`src/rtl/pipeline_ctrl_pkg.sv`:
```
// pipeline_pkg: shared types and constants for the pipeline stall/flush
// sequencer and its hazard-detection helper.
//   state_e     : sequencer FSM state encoding (2 bits)
//   RESULT_LOAD : ResultSrcE encoding that marks a load in Execute
//   REG_ZERO    : x0, never a real data dependency
package pipeline_pkg;

  typedef enum logic [1:0] {
    IDLE = 2'd0,
    WAIT = 2'd1,
    ERR  = 2'd2
  } state_e;

  localparam logic [1:0] RESULT_LOAD = 2'b01;
  localparam logic [4:0] REG_ZERO    = 5'd0;

endpackage

```
`src/rtl/pipeline_ctrl_if.sv`:
```
// pipeline_ctrl_if: bundle of hazard inputs, memory handshake and the
// per-stage enable/flush outputs exchanged between the datapath and the
// stall/flush sequencer.
//   master : datapath side (drives hazard/handshake inputs, receives controls)
//   slave  : sequencer side (pipeline_ctrl)
interface pipeline_ctrl_if #(
  parameter int CNT_W = 32
);
  logic [4:0]       Rs1D;
  logic [4:0]       Rs2D;
  logic [4:0]       RdE;
  logic [1:0]       ResultSrcE;
  logic             PCSrcE;
  logic             MemReqM;
  logic             MemReadyM;
  logic             FEN;
  logic             DEN;
  logic             EEN;
  logic             MEN;
  logic             FlushD;
  logic             FlushE;
  logic             FlushW;
  logic             MemErr;
  logic [CNT_W-1:0] StallCnt;

  modport master (
    output Rs1D, Rs2D, RdE, ResultSrcE, PCSrcE, MemReqM, MemReadyM,
    input  FEN, DEN, EEN, MEN, FlushD, FlushE, FlushW, MemErr, StallCnt
  );

  modport slave (
    input  Rs1D, Rs2D, RdE, ResultSrcE, PCSrcE, MemReqM, MemReadyM,
    output FEN, DEN, EEN, MEN, FlushD, FlushE, FlushW, MemErr, StallCnt
  );
endinterface

```
`src/rtl/pipeline_ctrl_hazard_detect.sv`:
```
// hazard_detect: combinational load-use hazard detection.
//   rs1_d, rs2_d  : source registers of the Decode instruction
//   rd_e          : destination register of the Execute instruction
//   result_src_e  : Execute result select (load = RESULT_LOAD)
//   lw_stall      : Decode needs a value the Execute load has not produced yet
module hazard_detect
  import pipeline_pkg::*;
(
  input  logic [4:0] rs1_d,
  input  logic [4:0] rs2_d,
  input  logic [4:0] rd_e,
  input  logic [1:0] result_src_e,
  output logic       lw_stall
);

  always_comb begin
    lw_stall = (result_src_e == RESULT_LOAD) && (rd_e != REG_ZERO) &&
               ((rd_e == rs1_d) || (rd_e == rs2_d));
  end

endmodule

```
`src/rtl/pipeline_ctrl.sv`:
```
// pipeline_ctrl: stall/flush sequencer for the 5-stage pipeline.
//   clk, rst : system clock, synchronous active-high reset
//   bus      : hazard inputs, memory req/ready handshake, stage enables,
//              flushes, sticky MemErr and saturating StallCnt
// Parameters: TIMEOUT (1..255) wait cycles before a memory access is
// declared hung; CNT_W width of the stall-cycle counter.
//
// state | meaning
// IDLE  | no memory access outstanding
// WAIT  | memory access outstanding, counting not-ready cycles
// ERR   | access exceeded TIMEOUT, pipeline frozen until rst
module pipeline_ctrl
  import pipeline_pkg::*;
#(
  parameter int TIMEOUT = 255,
  parameter int CNT_W   = 32
) (
  input logic              clk,
  input logic              rst,
  pipeline_ctrl_if.slave   bus
);

  localparam logic [7:0] WAIT_LAST = 8'(TIMEOUT - 1);

  state_e           state_q, state_d;
  logic [7:0]       wait_cnt_q, wait_cnt_d;
  logic [CNT_W-1:0] stall_cnt_q, stall_cnt_d;

  logic lw_stall;
  logic mem_stall;
  logic fen, den, een, men;
  logic flush_d, flush_e, flush_w;
  logic mem_err;

  hazard_detect u_hazard_detect (
    .rs1_d        (bus.Rs1D),
    .rs2_d        (bus.Rs2D),
    .rd_e         (bus.RdE),
    .result_src_e (bus.ResultSrcE),
    .lw_stall     (lw_stall)
  );

  assign mem_stall = bus.MemReqM & ~bus.MemReadyM;

  always_comb begin
    state_d    = state_q;
    wait_cnt_d = wait_cnt_q;
    case (state_q)
      IDLE: begin
        wait_cnt_d = '0;
        if (mem_stall) state_d = WAIT;
      end
      WAIT: begin
        // Ready on the timeout edge still completes the access.
        if (bus.MemReadyM) begin
          state_d    = IDLE;
          wait_cnt_d = '0;
        end else begin
          wait_cnt_d = wait_cnt_q + 8'd1;
          if (wait_cnt_q == WAIT_LAST) state_d = ERR;
        end
      end
      ERR: begin
        state_d = ERR;
      end
      default: begin
        state_d    = IDLE;
        wait_cnt_d = '0;
      end
    endcase
  end

  // Enables/flushes are combinational so the stage registers react on the
  // very next edge.
  always_comb begin
    fen     = 1'b1;
    den     = 1'b1;
    een     = 1'b1;
    men     = 1'b1;
    flush_d = 1'b0;
    flush_e = 1'b0;
    flush_w = 1'b0;
    mem_err = 1'b0;
    if (rst) begin
      flush_d = 1'b1;
      flush_e = 1'b1;
      flush_w = 1'b1;
    end else if (state_q == ERR) begin
      fen     = 1'b0;
      den     = 1'b0;
      een     = 1'b0;
      men     = 1'b0;
      mem_err = 1'b1;
    end else if (mem_stall) begin
      // D and E are held, so branch/load-use are re-evaluated after release.
      fen     = 1'b0;
      den     = 1'b0;
      een     = 1'b0;
      men     = 1'b0;
      flush_w = 1'b1;
    end else if (bus.PCSrcE) begin
      // Decode holds a wrong-path instruction; its load-use hazard is moot.
      flush_d = 1'b1;
      flush_e = 1'b1;
    end else if (lw_stall) begin
      fen     = 1'b0;
      den     = 1'b0;
      flush_e = 1'b1;
    end
  end

  always_comb begin
    stall_cnt_d = stall_cnt_q;
    if (!fen && (stall_cnt_q != {CNT_W{1'b1}})) stall_cnt_d = stall_cnt_q + 1'b1;
  end

  always_ff @(posedge clk) begin
    if (rst) begin
      state_q     <= IDLE;
      wait_cnt_q  <= '0;
      stall_cnt_q <= '0;
    end else begin
      state_q     <= state_d;
      wait_cnt_q  <= wait_cnt_d;
      stall_cnt_q <= stall_cnt_d;
    end
  end

  assign bus.FEN      = fen;
  assign bus.DEN      = den;
  assign bus.EEN      = een;
  assign bus.MEN      = men;
  assign bus.FlushD   = flush_d;
  assign bus.FlushE   = flush_e;
  assign bus.FlushW   = flush_w;
  assign bus.MemErr   = mem_err;
  assign bus.StallCnt = stall_cnt_q;

endmodule

```
`src/flat_wrapper.sv`:
```
// flat-port wrapper written by rule: the top's interface ports become plain ports
module pipeline_ctrl_flat import pipeline_pkg::*;
#(
  parameter int TIMEOUT = 255,
  parameter int CNT_W   = 32
)
  (clk, rst, bus_Rs1D, bus_Rs2D, bus_RdE, bus_ResultSrcE, bus_PCSrcE, bus_MemReqM, bus_MemReadyM, bus_FEN, bus_DEN, bus_EEN, bus_MEN, bus_FlushD, bus_FlushE, bus_FlushW, bus_MemErr, bus_StallCnt);
  pipeline_ctrl_if #(.CNT_W(CNT_W)) bus_i ();
  input logic clk;
  input logic rst;
  input wire logic [$bits(bus_i.Rs1D)-1:0] bus_Rs1D;
  input wire logic [$bits(bus_i.Rs2D)-1:0] bus_Rs2D;
  input wire logic [$bits(bus_i.RdE)-1:0] bus_RdE;
  input wire logic [$bits(bus_i.ResultSrcE)-1:0] bus_ResultSrcE;
  input wire logic [$bits(bus_i.PCSrcE)-1:0] bus_PCSrcE;
  input wire logic [$bits(bus_i.MemReqM)-1:0] bus_MemReqM;
  input wire logic [$bits(bus_i.MemReadyM)-1:0] bus_MemReadyM;
  output wire logic [$bits(bus_i.FEN)-1:0] bus_FEN;
  output wire logic [$bits(bus_i.DEN)-1:0] bus_DEN;
  output wire logic [$bits(bus_i.EEN)-1:0] bus_EEN;
  output wire logic [$bits(bus_i.MEN)-1:0] bus_MEN;
  output wire logic [$bits(bus_i.FlushD)-1:0] bus_FlushD;
  output wire logic [$bits(bus_i.FlushE)-1:0] bus_FlushE;
  output wire logic [$bits(bus_i.FlushW)-1:0] bus_FlushW;
  output wire logic [$bits(bus_i.MemErr)-1:0] bus_MemErr;
  output wire logic [$bits(bus_i.StallCnt)-1:0] bus_StallCnt;
  assign bus_i.Rs1D = bus_Rs1D;
  assign bus_i.Rs2D = bus_Rs2D;
  assign bus_i.RdE = bus_RdE;
  assign bus_i.ResultSrcE = bus_ResultSrcE;
  assign bus_i.PCSrcE = bus_PCSrcE;
  assign bus_i.MemReqM = bus_MemReqM;
  assign bus_i.MemReadyM = bus_MemReadyM;
  assign bus_FEN = bus_i.FEN;
  assign bus_DEN = bus_i.DEN;
  assign bus_EEN = bus_i.EEN;
  assign bus_MEN = bus_i.MEN;
  assign bus_FlushD = bus_i.FlushD;
  assign bus_FlushE = bus_i.FlushE;
  assign bus_FlushW = bus_i.FlushW;
  assign bus_MemErr = bus_i.MemErr;
  assign bus_StallCnt = bus_i.StallCnt;
  pipeline_ctrl #(.TIMEOUT(TIMEOUT), .CNT_W(CNT_W)) u_core (.clk(clk), .rst(rst), .bus(bus_i));
endmodule
```
`config.mk`:
```
export PLATFORM = sky130hd
export DESIGN_NAME = pipeline_ctrl_flat
export DESIGN_NICKNAME = d
export VERILOG_FILES = /design/src/rtl/pipeline_ctrl_pkg.sv /design/src/rtl/pipeline_ctrl_if.sv /design/src/rtl/pipeline_ctrl_hazard_detect.sv /design/src/rtl/pipeline_ctrl.sv /design/src/flat_wrapper.sv
export SDC_FILE = /design/constraint.sdc
export NUM_CORES = 1
export LEC_CHECK = 0
export CORE_ASPECT_RATIO = 1.5
export CORE_MARGIN = 5
export CORE_UTILIZATION = 50
export DETAILED_ROUTE_END_ITERATION = 16
export HOLD_SLACK_MARGIN = 0.02
export PLACE_DENSITY = 0.81
export SLEW_MARGIN = 20
export SYNTH_ARGS = -nofsm -noshare
export SYNTH_HDL_FRONTEND = slang
export SYNTH_HIERARCHICAL = 1
export SYNTH_SLANG_ARGS = --single-unit
```
`constraint.sdc`:
```
create_clock -name clk -period 3.5 [get_ports clk]
set_input_delay 0.7 -clock clk [delete_from_list [all_inputs] [get_ports clk]]
set_output_delay 0.7 -clock clk [all_outputs]
set_load 0.005 [all_outputs]
```
# Word level (Yosys, flattened, before mapping)
# Cells that the tools add are included.
# totals
reg_bits	42
latch_bits	0
mem_bits_rw	0
rom_bits	0
in_bits	22
out_inout_bits	40
n_memories	0
# op_classes
add_sub_neg	2
multipliers	0
div	0
magnitude_cmp	0
eq_ne	9
shift	0
n_mux	28
bitwise	2
n_reduce_logical	8
# op_table
cell	n
32-bit by 1-bit adder with 32-bit output (second input constant)	1
32-bit != test (second input constant)	1
1-bit two-way mux	22
8-bit one-hot mux with 2 select lines	1
5-bit equality test	2
8-bit by 1-bit adder with 8-bit output (second input constant)	1
8-bit equality test (second input constant)	1
8-bit two-way mux	1
2-bit two-way mux	3
2-bit one-hot mux with 3 select lines	1
5-bit nonzero test	1
2-bit by 1-bit equality test with 1-bit output (second input constant)	2
1-bit logical AND	3
3-bit by 2-bit != test with 1-bit output (second input constant)	1
2-bit equality test (second input constant)	1
2-bit logical NOT	1
2-bit by 1-bit != test with 1-bit output (second input constant)	1
2-bit AND reduction	1
1-bit bitwise AND	1
1-bit logical NOT	1
1-bit logical OR	1
1-bit NOT	1

# Depth between registers and ports, before layout
# depth
ltp_word	10
ltp_mapped	10
ltp_nobuf	9

# Hierarchy
# The synthesis kept the hierarchy.
# by_module_without_submodules
module	instances	cells_per_inst	area_each_um2
pipeline_ctrl	1	263	2398.6
hazard_detect	1	18	131.4

# Worst setup path after synthesis
# OpenSTA, ideal clock, no wires.
# synth_timing
path_type	input port to output port
start	input bus_RdE[2]
end	output bus_FEN
arrival_time_ps	2258
required_time_ps	2800
setup_slack_ps	542
stages	8
path_cell_list	or4_1 -> o21ai_1 -> a21oi_1 -> and2_2 -> nor2_1 -> buf_2 -> buf_4 -> buf_4
# synth_via
elab_chain_cells	8
elab_cells_between_ends	11
cone_classes	eq/ne: 2; mux: 5; reduce/logical: 4
# synth_lines
item	line	rtl
start, declared	flat_wrapper.sv:13	input wire logic [$bits(bus_i.RdE)-1:0] bus_RdE;
5-bit equality test / 5-bit nonzero test (equally long branches)	pipeline_ctrl_hazard_detect.sv:18, pipeline_ctrl_hazard_detect.sv:17	
1-bit logical OR / 1-bit logical AND (equally long branches)	pipeline_ctrl_hazard_detect.sv:18, pipeline_ctrl_hazard_detect.sv:17	
1-bit logical AND (*)	pipeline_ctrl_hazard_detect.sv:17	lw_stall = (result_src_e == RESULT_LOAD) && (rd_e != REG_ZERO) &&
via u_core.lw_stall	pipeline_ctrl.sv:29	logic lw_stall;
1-bit two-way mux (*) (5 in a row)	n/a	
end, declared	flat_wrapper.sv:18	output wire logic [$bits(bus_i.FEN)-1:0] bus_FEN;
# The timed path passes the listed nets; every way through them passes the cells marked *.

# Final worst setup path
# layout_timing
start	input bus_RdE[0]
end	output bus_FlushE
# layout_via
elab_chain_cells	8
elab_cells_between_ends	11
cone_classes	eq/ne: 2; mux: 5; reduce/logical: 4
# layout_lines
item	line	rtl
5-bit equality test / 5-bit nonzero test (equally long branches)	pipeline_ctrl_hazard_detect.sv:18, pipeline_ctrl_hazard_detect.sv:17	
1-bit logical OR / 1-bit logical AND (equally long branches)	pipeline_ctrl_hazard_detect.sv:18, pipeline_ctrl_hazard_detect.sv:17	
1-bit logical AND (*)	pipeline_ctrl_hazard_detect.sv:17	
via u_core.lw_stall	pipeline_ctrl.sv:29	
1-bit two-way mux (*)	pipeline_ctrl.sv:105	end else if (lw_stall) begin
1-bit two-way mux (*)	pipeline_ctrl.sv:101	end else if (bus.PCSrcE) begin
1-bit two-way mux (*)	pipeline_ctrl.sv:94	end else if (mem_stall) begin
1-bit two-way mux (*)	pipeline_ctrl.sv:88	end else if (state_q == ERR) begin
1-bit two-way mux (*)	pipeline_ctrl.sv:84	if (rst) begin
end, declared	flat_wrapper.sv:23	output wire logic [$bits(bus_i.FlushE)-1:0] bus_FlushE;
# Marks and branches as above.

==> out/results.txt <==
Critical path type = in -> out
Comb pwr share = 0.092
Relative slew margins = 0.717
Yosys top cell area share = 0.332
Final setup viols = 0
Wirelength per Cell = 15.9 um
Clk_skew = 0.00503 ns
Worst hold path class = reg -> reg
Top-Level Pins = 62
Residual DRC = 0
# port buffers = 61
Yosys top cell by area = dfxtp_1
Synth cell count leaders = dfxtp_1 (42), a21oi_1 (25), nor2_1 (20), o21ai_0 (15), o31ai_1 (15)
Total die area = 0.00661 mm2
Die Span Y = 97.1 um
CTS root buf = clkbuf_8
Unrepaired setup endpoints after global routing = false
Row count = 31
Fin Hold WS = 0.470 ns
Total GRT Usage = 0.212
Vias/cell = 5.90
Initial antenna violation count = 0
Hold-fix buffers, CTS = 0
Crit Path Max Fanout = 3
Period utilization = 0.926
Startpoint Class = primary input
Post-synth EDFFs = 0
Via count = 2430
Multi-input gate area = 0.00155 mm2
Status = completed
Clock slew at reported path FFs = 0.08 ns
Avg Inst Size Synth = 9.00 um2
CTS Buf Count = 5
Vias in the first global route = 2455
CTS tree = built
Cell area after layout = 0.00334 mm2
Req. time, crit path = 2.80 ns
Worst Setup End Kind = output port
Post-synthesis register bit count = 42
Die X = 68.1 um
Placeable Area = 0.00489 mm2
Clk pwr share = 0.450
Post-Syn Area = 0.00253 mm2
1st-pass router iterations = 4
Psw = 0.217 mW
Dpl hpwl = 4.87 mm
Antenna-violating nets left = 0
Placed Area = 0.00317 mm2
Asr flop ratio synth = 0
First-pass GRT wire length = 11.2 mm
Fin nets = 370
YS warnings = 6
Total grt overflow = 0
Final Slew Violations = 0
Sequential share of power = 0.458
# fillers = 423
Worst-Margin Slew = 0.425 ns
Share of cells above drive strength 1 = 0.171
Dominant cells by area after synthesis = dfxtp_1 (33%), a21oi_1 (4.9%), o31ai_1 (4.5%)
ANT cells = 0
Sink Count = 42
Latest clock arrival within the worst-skew pair = 0.29 ns
Power per Cell Area = 315 mW/mm2
Initial core utilization = 0.518
Largest net degree at the start of global routing = 24
Net Sw Frac = 0.206
Ys flop type = dfxtp_1
Final Hold Fails = 0
Routed WL = 6.56 mm
Count leader, synth = dfxtp_1
Post-synth cell types = 57
Internal cell power = 0.837 mW
Worst reg-to-reg setup slack = 1.43 ns
Max Root-Sink Buffers = 2
Synthesized Nets = 306
H-tree levels = 2
Leakage = 1.13 nW
Initial detailed-routing violation count = 107
FF/Latch Area = 841 um2
Max Freq = 308 MHz
Setup TNS = 0 ns
Synthesized instance count = 281
Register area share after synthesis = 0.332
Layout area overhead = 32.2%
Fin crit period = 3.24 ns
Peak VDD IR = 0.361 mV
Final Wtd Congestion = 0.792
Max-cap check violation count = 0
Worst EP arrival = 2.54 ns
-- cells by family (layout without fill, tap and decap cells) --
group | Yosys count | after routing | synth area share
AO/OA/AOI/OAI | 80 | 80 | 0.218
XOR/XNOR | 14 | 14 | 0.0485
multiplexers | 2 | 2 | 0.0119
buffers and inverters | 21 | 86 | 0.0623
adder cells (fa/ha/maj) | 3 | 3 | 0.0148
AND/OR/NAND/NOR | 119 | 119 | 0.313
flip-flops | 42 | 42 | 0.332
-- layer usage --
layer	vias up	routed length [um]	GRT usage
met2	63	3620	0.383
met5	-	0	0
met1	1150	2500	0.230
met3	17	259	0.0417
met4	0	168	0.0796
li1	1200	-	-
-- stage by stage --
stage / total power, mW / utilization / cells / setup WS [ns]
CTS: 1.06 / 0.678 / 411 / 0.0216
floorplan: 0.535 / - / 281 / 0.542
finish: 1.05 / 0.684 / 412 / 0.258
global route: 1.09 / 0.684 / 412 / 0.0926
global placement: 0.586 / 0.648 / 403 / 0.0479
detailed placement: 0.588 / 0.648 / 403 / 0.0272
-- power groups by stage --
stage | Clock [mW] | Combinational [mW] | Sequential, mW
after floorplan | 0 | 0.0418 | 0.494
after detailed placement | 0 | 0.0944 | 0.494
after global routing | 0.504 | 0.105 | 0.483
final | 0.474 | 0.0971 | 0.483
after global placement | 0 | 0.0923 | 0.494
after CTS | 0.482 | 0.0964 | 0.483
-- sequential cells by signal, summed over array words and instances (netlist names) --
signal / count
u_core/bus.StallCnt: 32
u_core/state_q: 2
u_core/wait_cnt_q: 8
-- worst paths after layout --
kind | start | end | cells past startpoint
min reg2reg | u_core/wait_cnt_q[4]$_SDFFE_PP0P_ | u_core/wait_cnt_q[4]$_SDFFE_PP0P_ | 1
max | bus_RdE[0] | bus_FlushE | 9
max reg2reg | u_core/state_q[1]$_SDFFE_PP0P_ | u_core/bus.StallCnt[9]$_SDFFE_PP0P_ | 7
min | u_core/wait_cnt_q[4]$_SDFFE_PP0P_ | u_core/wait_cnt_q[4]$_SDFFE_PP0P_ | 1
-- layout make-up --
| type | count | area share |
|---|---|---|
| clock buffer | 6 | 0.0247 |
| clock inverter | 2 | 0.0180 |
| inverter | 5 | 0.00561 |
| multi-input combinational | 218 | 0.464 |
| sequential | 42 | 0.251 |
| tap | 66 | 0.0247 |
| timing repair buffer | 73 | 0.212 |
-- worst max-delay path, stage by stage --
cell and delay [ns]:
clkdlybuf4s50_1 0.47, or4_4 0.50, o21ai_2 0.14, a21oi_2 0.05, buf_4 0.13, buf_4 0.12
nor3_1 0.19, nor2_1 0.06, dlymetal6s2s_1 0.17
-- cells in the final DEF (no fill, tap or decap), types with 3 or more instances in the layout --
| cell | Yosys | routed |
|---|---|---|
| a21oi_1 | 25 | 24 |
| a21oi_2 | 3 | 4 |
| and3_1 | 5 | 5 |
| buf_4 | 4 | 12 |
| clkbuf_8 | 1 | 6 |
| clkdlybuf4s50_1 | 0 | 58 |
| dfxtp_1 | 42 | 42 |
| dlymetal6s2s_1 | 0 | 3 |
| ha_1 | 3 | 3 |
| inv_1 | 5 | 5 |
| nand2_1 | 11 | 11 |
| nand2b_1 | 3 | 3 |
| nand3_1 | 14 | 14 |
| nand4_1 | 9 | 9 |
| nor2_1 | 20 | 19 |
| nor2b_1 | 7 | 7 |
| nor3_1 | 4 | 3 |
| o21ai_0 | 15 | 15 |
| o21ai_1 | 6 | 5 |
| o311ai_0 | 4 | 4 |
| o31ai_1 | 15 | 15 |
| o41ai_1 | 3 | 3 |
| or3_1 | 7 | 7 |
| or3_2 | 3 | 3 |
| or4_1 | 11 | 10 |
| or4_2 | 3 | 3 |
| xnor2_1 | 5 | 5 |
| xor2_1 | 9 | 9 |
-- timing repair --
action                                  4_1_cts  5_1_grt
setup buffers                                 0        1
resized for setup                             1        8
pin swaps                                     0        3
endpoints found under the hold margin         0        0
endpoints found under the setup margin        3        3
(Power assumes the default switching activity.)
